==> src/rtl/nibble_exec.sv <==
// nibble_exec: 4-bit decode/execute stage driving PC/fetch; 2 cycles per instruction (FETCH, EXEC).
// OUT parks in WAIT_OUT holding out_valid until out_ready; opcode 0xC is SUBI when NIBBLE_SUBI_EN is defined.
module nibble_exec #(
  parameter int ADDR_W   = 12,
  parameter bit NOP_HALT = 1'b0
) (
  input  logic              clk,
  input  logic              rst,
  input  logic [3:0]        instruccion,
  input  logic [3:0]        operando,
  input  logic [7:0]        program_byte,
  input  logic [3:0]        data_in,
  input  logic              out_ready,
  output logic              enablePC,
  output logic              enableFetch,
  output logic              load,
  output logic [ADDR_W-1:0] valor_load,
  output logic [3:0]        acc,
  output logic              flag_c,
  output logic              flag_z,
  output logic [3:0]        data_out,
  output logic              out_valid,
  output logic              halted
);

  localparam logic [1:0] FETCH    = 2'd0;
  localparam logic [1:0] EXEC     = 2'd1;
  localparam logic [1:0] WAIT_OUT = 2'd2;
  localparam logic [1:0] HALT     = 2'd3;

  logic [1:0] state, state_n;
  logic [3:0] acc_n, data_out_n;
  logic       flag_c_n, flag_z_n, out_valid_n;
  logic       en_pc, en_fetch, do_load;
  logic [4:0] sum;
  logic [3:0] nand_v;
  logic       take;

  assign sum        = {1'b0, acc} + {1'b0, operando};
  assign nand_v     = ~(acc & operando);
  assign valor_load = {operando, program_byte};

`ifdef NIBBLE_SUBI_EN
  logic [3:0] diff;
  assign diff = acc - operando;
`endif

  always_comb begin
    unique case (instruccion)
      4'h5:    take = flag_c;
      4'h6:    take = ~flag_c;
      4'h7:    take = flag_z;
      4'h8:    take = ~flag_z;
      4'h9:    take = 1'b1;
      default: take = 1'b0;
    endcase
  end

  always_comb begin
    state_n     = state;
    acc_n       = acc;
    flag_c_n    = flag_c;
    flag_z_n    = flag_z;
    data_out_n  = data_out;
    out_valid_n = out_valid;
    en_pc       = 1'b0;
    en_fetch    = 1'b0;
    do_load     = 1'b0;
    case (state)
      FETCH: begin
        en_fetch = 1'b1;
        en_pc    = 1'b1;
        state_n  = EXEC;
      end
      EXEC: begin
        state_n = FETCH;
        case (instruccion)
          4'h1: acc_n = operando;
          4'h2: begin
            {flag_c_n, acc_n} = sum;
            flag_z_n          = (sum[3:0] == 4'h0);
          end
          4'h3: begin
            flag_c_n = (acc >= operando);
            flag_z_n = (acc == operando);
          end
          4'h4: begin
            acc_n    = nand_v;
            flag_z_n = (nand_v == 4'h0);
          end
          // Jumps: a taken branch loads the PC, otherwise step over the address byte.
          4'h5, 4'h6, 4'h7, 4'h8, 4'h9: begin
            do_load = take;
            en_pc   = ~take;
          end
          4'hA: acc_n = data_in;
          4'hB: begin
            data_out_n  = acc;
            out_valid_n = 1'b1;
            state_n     = WAIT_OUT;
          end
`ifdef NIBBLE_SUBI_EN
          4'hC: begin
            acc_n    = diff;
            flag_c_n = (acc >= operando);
            flag_z_n = (diff == 4'h0);
          end
`endif
          4'hF: if (NOP_HALT) state_n = HALT;
          default: ;
        endcase
      end
      WAIT_OUT: begin
        if (out_valid && out_ready) begin
          out_valid_n = 1'b0;
          state_n     = FETCH;
        end
      end
      default: state_n = HALT;
    endcase
  end

  // Controls are gated by reset so the PC/fetch path stays frozen while rst is low.
  assign enablePC    = en_pc & rst;
  assign enableFetch = en_fetch & rst;
  assign load        = do_load & rst;
  assign halted      = (state == HALT);

  always_ff @(posedge clk or negedge rst) begin
    if (!rst) begin
      state     <= FETCH;
      acc       <= 4'h0;
      flag_c    <= 1'b0;
      flag_z    <= 1'b0;
      data_out  <= 4'h0;
      out_valid <= 1'b0;
    end else begin
      state     <= state_n;
      acc       <= acc_n;
      flag_c    <= flag_c_n;
      flag_z    <= flag_z_n;
      data_out  <= data_out_n;
      out_valid <= out_valid_n;
    end
  end

endmodule
==> config.mk <==
export PLATFORM = sky130hd
export DESIGN_NAME = nibble_exec
export DESIGN_NICKNAME = d
export VERILOG_FILES = /design/src/rtl/nibble_exec.sv
export SDC_FILE = /design/constraint.sdc
export NUM_CORES = 1
export LEC_CHECK = 0
export CORE_MARGIN = 4
export CORE_UTILIZATION = 38
export DETAILED_ROUTE_END_ITERATION = 16
export GPL_TIMING_DRIVEN = 0
export HOLD_SLACK_MARGIN = 0.05
export PLACE_DENSITY_LB_ADDON = 0.05
export SLEW_MARGIN = 20
export SYNTH_ARGS = -nofsm -noshare
export SYNTH_HDL_FRONTEND = slang
export SYNTH_SLANG_ARGS = --single-unit
==> constraint.sdc <==
create_clock -name clk -period 2.14 [get_ports clk]
set_clock_uncertainty 0.1 [all_clocks]
set_input_delay 0.428 -clock clk [delete_from_list [all_inputs] [get_ports clk]]
set_output_delay 0.428 -clock clk [all_outputs]
set_load 0.02 [all_outputs]
Word-level counts from Yosys, hierarchy flattened
Index checks and enable logic that the tools add are counted.
{"block": "classes", "addsub": 1, "order_cmp": 1, "eq_ne": 17, "n_mux": 15, "n_bitwise": 8, "n_reduce_logical": 14}
{"cell": "4-bit by 3-bit equality test with 1-bit output, second input constant", "count": 4}
{"cell": "4-bit equality test, second input constant", "count": 4}
{"cell": "4-bit one-hot mux with 4 select lines", "count": 1}
{"cell": "4-bit by 2-bit equality test with 1-bit output, second input constant", "count": 2}
{"cell": "4-bit zero test", "count": 2}
{"cell": "2-bit AND reduction", "count": 4}
{"cell": "1-bit 2-to-1 mux", "count": 6}
{"cell": "1-bit one-hot mux with 2 select lines", "count": 3}
{"cell": "2-bit one-hot mux with 3 select lines", "count": 1}
{"cell": "4-bit by 4-bit adder with 5-bit output", "count": 1}
{"cell": "1-bit one-hot mux with 5 select lines", "count": 1}
{"cell": "5-bit OR reduction", "count": 1}
{"cell": "4-bit AND", "count": 1}
{"cell": "2-bit equality test, second input constant", "count": 2}
{"cell": "4-bit by 1-bit equality test with 1-bit output, second input constant", "count": 1}
{"cell": "4-bit equality test", "count": 1}
{"cell": "4-bit greater-or-equal comparator", "count": 1}
{"cell": "2-bit 2-to-1 mux", "count": 2}
{"cell": "4-bit NOT", "count": 1}
{"cell": "2-bit nonzero test", "count": 2}
{"cell": "4-bit nonzero test", "count": 1}
{"cell": "1-bit AND", "count": 3}
{"cell": "1-bit NOT", "count": 3}
{"cell": "1-bit one-hot mux with 3 select lines", "count": 1}
{"cell": "other kinds (7)", "count": 7}
{"block": "word_totals", "ff_bits": 13, "in_bits": 23, "out_inout_bits": 27, "elab_cells": 62}

Logic depth before layout (Yosys ltp)
{"block": "depth", "word_depth": 6, "depth_mapped": 6}

Worst setup path before layout
Ideal clock, no wire load.
{"block": "synth_path", "path_kind": "reg2reg", "from": "reg acc[2]", "to": "reg acc[3]", "setup_time_ns": 0.130, "t_arrival_ns": 1.712, "required_ns": 1.910, "setup_slack_ns": 0.197, "path_stages_with_launch": 6, "synth_period_minus_slack_ns": 1.943, "cell_sequence": "dfrtp_1 > ha_1 > nor3b_2 > o311a_1 > a2111oi_2 > o31ai_1"}
{"block": "synth_between", "elab_chain_len": 2}
{"item": "start, declared", "line": "18", "text": "output logic [3:0] acc,"}
{"item": "start signal, assigned", "line": "139", "text": "acc <= acc_n;"}
{"item": "4-bit by 4-bit adder with 5-bit output", "line": "39", "text": "assign sum = {1'b0, acc} + {1'b0, operando};"}
{"item": "4-bit one-hot mux with 4 select lines", "line": "77", "text": "case (instruccion)"}
No other way between the ends.
A chain may end at the register's enable or synchronous reset.

Final worst setup path
{"block": "layout_path", "from": "in operando[3]", "to": "reg acc[3]"}
{"block": "layout_between", "elab_chain_len": 3, "word_cells_on_any_way": 4, "classes_between": "add/sub: 1; mux: 1; bitwise: 2"}
{"item": "start, declared", "line": "10", "text": "input logic [3:0] operando,"}
{"item": "parallel branches: the longest is 2 deep, another holds 4-bit by 4-bit adder with 5-bit output"}
{"item": "4-bit one-hot mux with 4 select lines *", "line": "77"}
Every way passes the cells marked *.

==> metrics.txt <==
Critical Path RT=around 2.2 ns; Yosys warnings=0; Post-layout nets=around 230; Remaining DRCs=0; post-detail-place hpwl=between 2000 and 3000 µm; HP Class=in2async; most common cell after layout, fill and taps aside=clkdlybuf4s50_1; Synth cell types=50; vias in the first global route=1224; vias per cell=5.14; gr ovfl total=0; CTS tree=built; CP delay by family, top=buffers and inverters; die area=between 4000 and 5000 µm²; Rows=21; antenna diode count=0; fin util=roughly 55%; final period utilization=about 97%; initial antenna violation count=0; cell area after layout=about 1800 µm²; Vert. Die Dim=roughly 67 µm; H-tree level count=1; Syn Inst Count=between 100 and 150; CTS root buf=clkbuf_4; Final ANT Viol Nets=0; routed wire length=about 3300 µm; Post-synth top flop=dfrtp_1; maximum clock rate=slightly below 500 MHz; largest net degree at the start of global routing=17; CP Class=in2reg; die width=between 60 and 70 µm; RSZ-0062 raised after global routing=yes; DR iter-0 viols=44; Slowest-stage cell, CP=clkdlybuf4s50_1; GRT Util Overall=~16%; IO Port Bufs=39; critical path, cell by cell=clkdlybuf4s50_1, inv_1, ha_1, nor3_1, a2111oi_4, o31ai_1; register bit total from synthesis=13; layout cell share with drive strength beyond 1=between 20 and 25%; Post-DP Area=about 1800 µm²; Mapped Avg Cell Area=roughly 9.0 µm²; most frequent cells in the layout=clkdlybuf4s50_1, buf_4, dfrtp_1; clock sink total=13; area delta synth->final=40.3%; Critical Path Fanout Max=6; Max Root-Sink Buffers=2; Worst VDD drop=between 0.2 and 0.3 mV; Worst path max stage delay=0.53 ns; Crit path buffers/inverters=2; Avg WL per Cell=around 14 µm; power density over cell area=a little over 300 nW/µm²; fill cell count=between 300 and 400; status=completed; via count=1213; Leak Pwr=approximately 0.85 nW; sequential fraction of the synthesis area=approximately 25%; worst-skew pair later-pin latency=around 0.27 ns; Synth Net Count=about 180; Final Hold Fails=0; crit path time final=around 2.1 ns; Worst-Margin Slew=around 0.37 ns; DRT Pass-1 Iters=4; maxcap violations=0; Critical Path AT=between 2 and 2.5 ns; CORE AREA=3340 µm²; Num CTS Buffers=3; reg2reg setup slack=0.16 ns; relative slew slack=75.4%; I/O pin cnt=50; mapped cell area=roughly 1300 µm²; Placer Congestion=0.800; Starting Density=39.5%; CP endpoint kind=flip-flop; clock-pin slew on the worst setup and hold paths=around 0.07 ns; crit path launch type=input pin; Post-synth ARST share=100%; setup violators final=0; global-route wire length before repair=approximately 5600 µm; Max Slew Vio Count=0; EDFF count, synth=0
synth_stat cells (all sizes together), types with 2 or more instances:
cell type  number  share of area (%)
nor3            2               0.76
and2b           3                1.7
and2            2               0.95
o31ai           2                1.1
o32a            2                1.5
dfrtp          13                 25
buf            16                9.3
o22ai           4                1.9
nand2           9                2.6
nand2b          2               0.95
ha             12                 11
a21oi           6                3.1
nor2b           9                4.3
inv            10                2.8
nor3b           6                4.2
o211ai          2                1.1
nor4            2               0.95
o21ai           6                2.3
nor2            6                1.7
mux2            5                4.3
nand3           4                1.5
through the flow:
stage / hold WS [ns] / power [mW] / instances / setup WS [ns] / setup TNS [ns]
final: 0.0468 / 0.568 / 236 / 0.0587 / 0
after global routing: 0.0557 / 0.603 / 236 / -0.0203 / -0.0325
after CTS: 0.0563 / 0.576 / 236 / 0.000436 / 0
after detailed placement: 0.384 / 0.419 / 231 / -0.931 / -4.79
after global placement: 0.375 / 0.417 / 231 / -0.917 / -4.68
after floorplan: 0.0324 / 0.350 / 146 / 0.197 / 0
worst paths after layout:
kind	start	end	cells after the start
worst max-delay path	operando[3]	acc[3]$_DFFE_PN0P_	6
worst min-delay path	rst	state[0]$_DFFE_PN0P_	1
worst max register to register	acc[1]$_DFFE_PN0P_	acc[3]$_DFFE_PN0P_	5
worst min register to register	data_out[0]$_DFFE_PN0P_	data_out[0]$_DFFE_PN0P_	2
max in group asynchronous	rst	acc[1]$_DFFE_PN0P_	1
min in group clk	data_out[0]$_DFFE_PN0P_	data_out[0]$_DFFE_PN0P_	2
registers in the layout (all words and copies together), names as in the netlist:
| register | count |
|---|---|
| acc | 4 |
| data_out | 4 |
| flag_c | 1 |
| flag_z | 1 |
| out_valid | 1 |
| state | 2 |
report_power, final:
| part | internal (mW) | switching, mW |
|---|---|---|
| sequential | 0.245 | 0 |
| clock | 0.0723 | 0.0763 |
| combinational | 0.0895 | 0.0848 |
layer usage:
layer  vias to the layer above  global-route usage (%)  routed length, µm
li1                        599                       -                  -
met1                       575                    21.6               1500
met2                        34                    25.7               1570
met3                         5                    2.19                193
met4                         0                    6.33                 47
met5                         -                       0                  0
cell type report:
cell class | count | area [µm²] | area share (%)
tap | 46 | 57.6 | 3.11
timing repair buffer | 40 | 379 | 20.5
buffer | 17 | 136 | 7.38
sequential | 13 | 325 | 17.6
inverter | 10 | 37.5 | 2.03
clock buffer | 4 | 26.3 | 1.42
multi-input combinational | 106 | 886 | 47.9
cells by family (layout without fill, tap and decap cells):
logic type	count (synthesis)	after routing	synth area share [%]
AO/OA/AOI/OAI	36	36	20.5
XOR/XNOR	1	1	0.665
adder cells (fa/ha/maj)	13	13	12.9
buffers and inverters	27	71	12.7
flip-flops	13	13	24.7
multiplexers	6	6	5.03
AND/OR/NAND/NOR	50	50	23.5
timing repair:
item | in CTS | in global routing
pin swaps | 2 | 2
resized for setup | 34 | 4
cloned | 0 | 0
setup endpoints to repair | 11 | 4
setup buffers | 1 | 0
hold buffers | 0 | 0
Note: power is estimated with default switching activity, not from simulation.
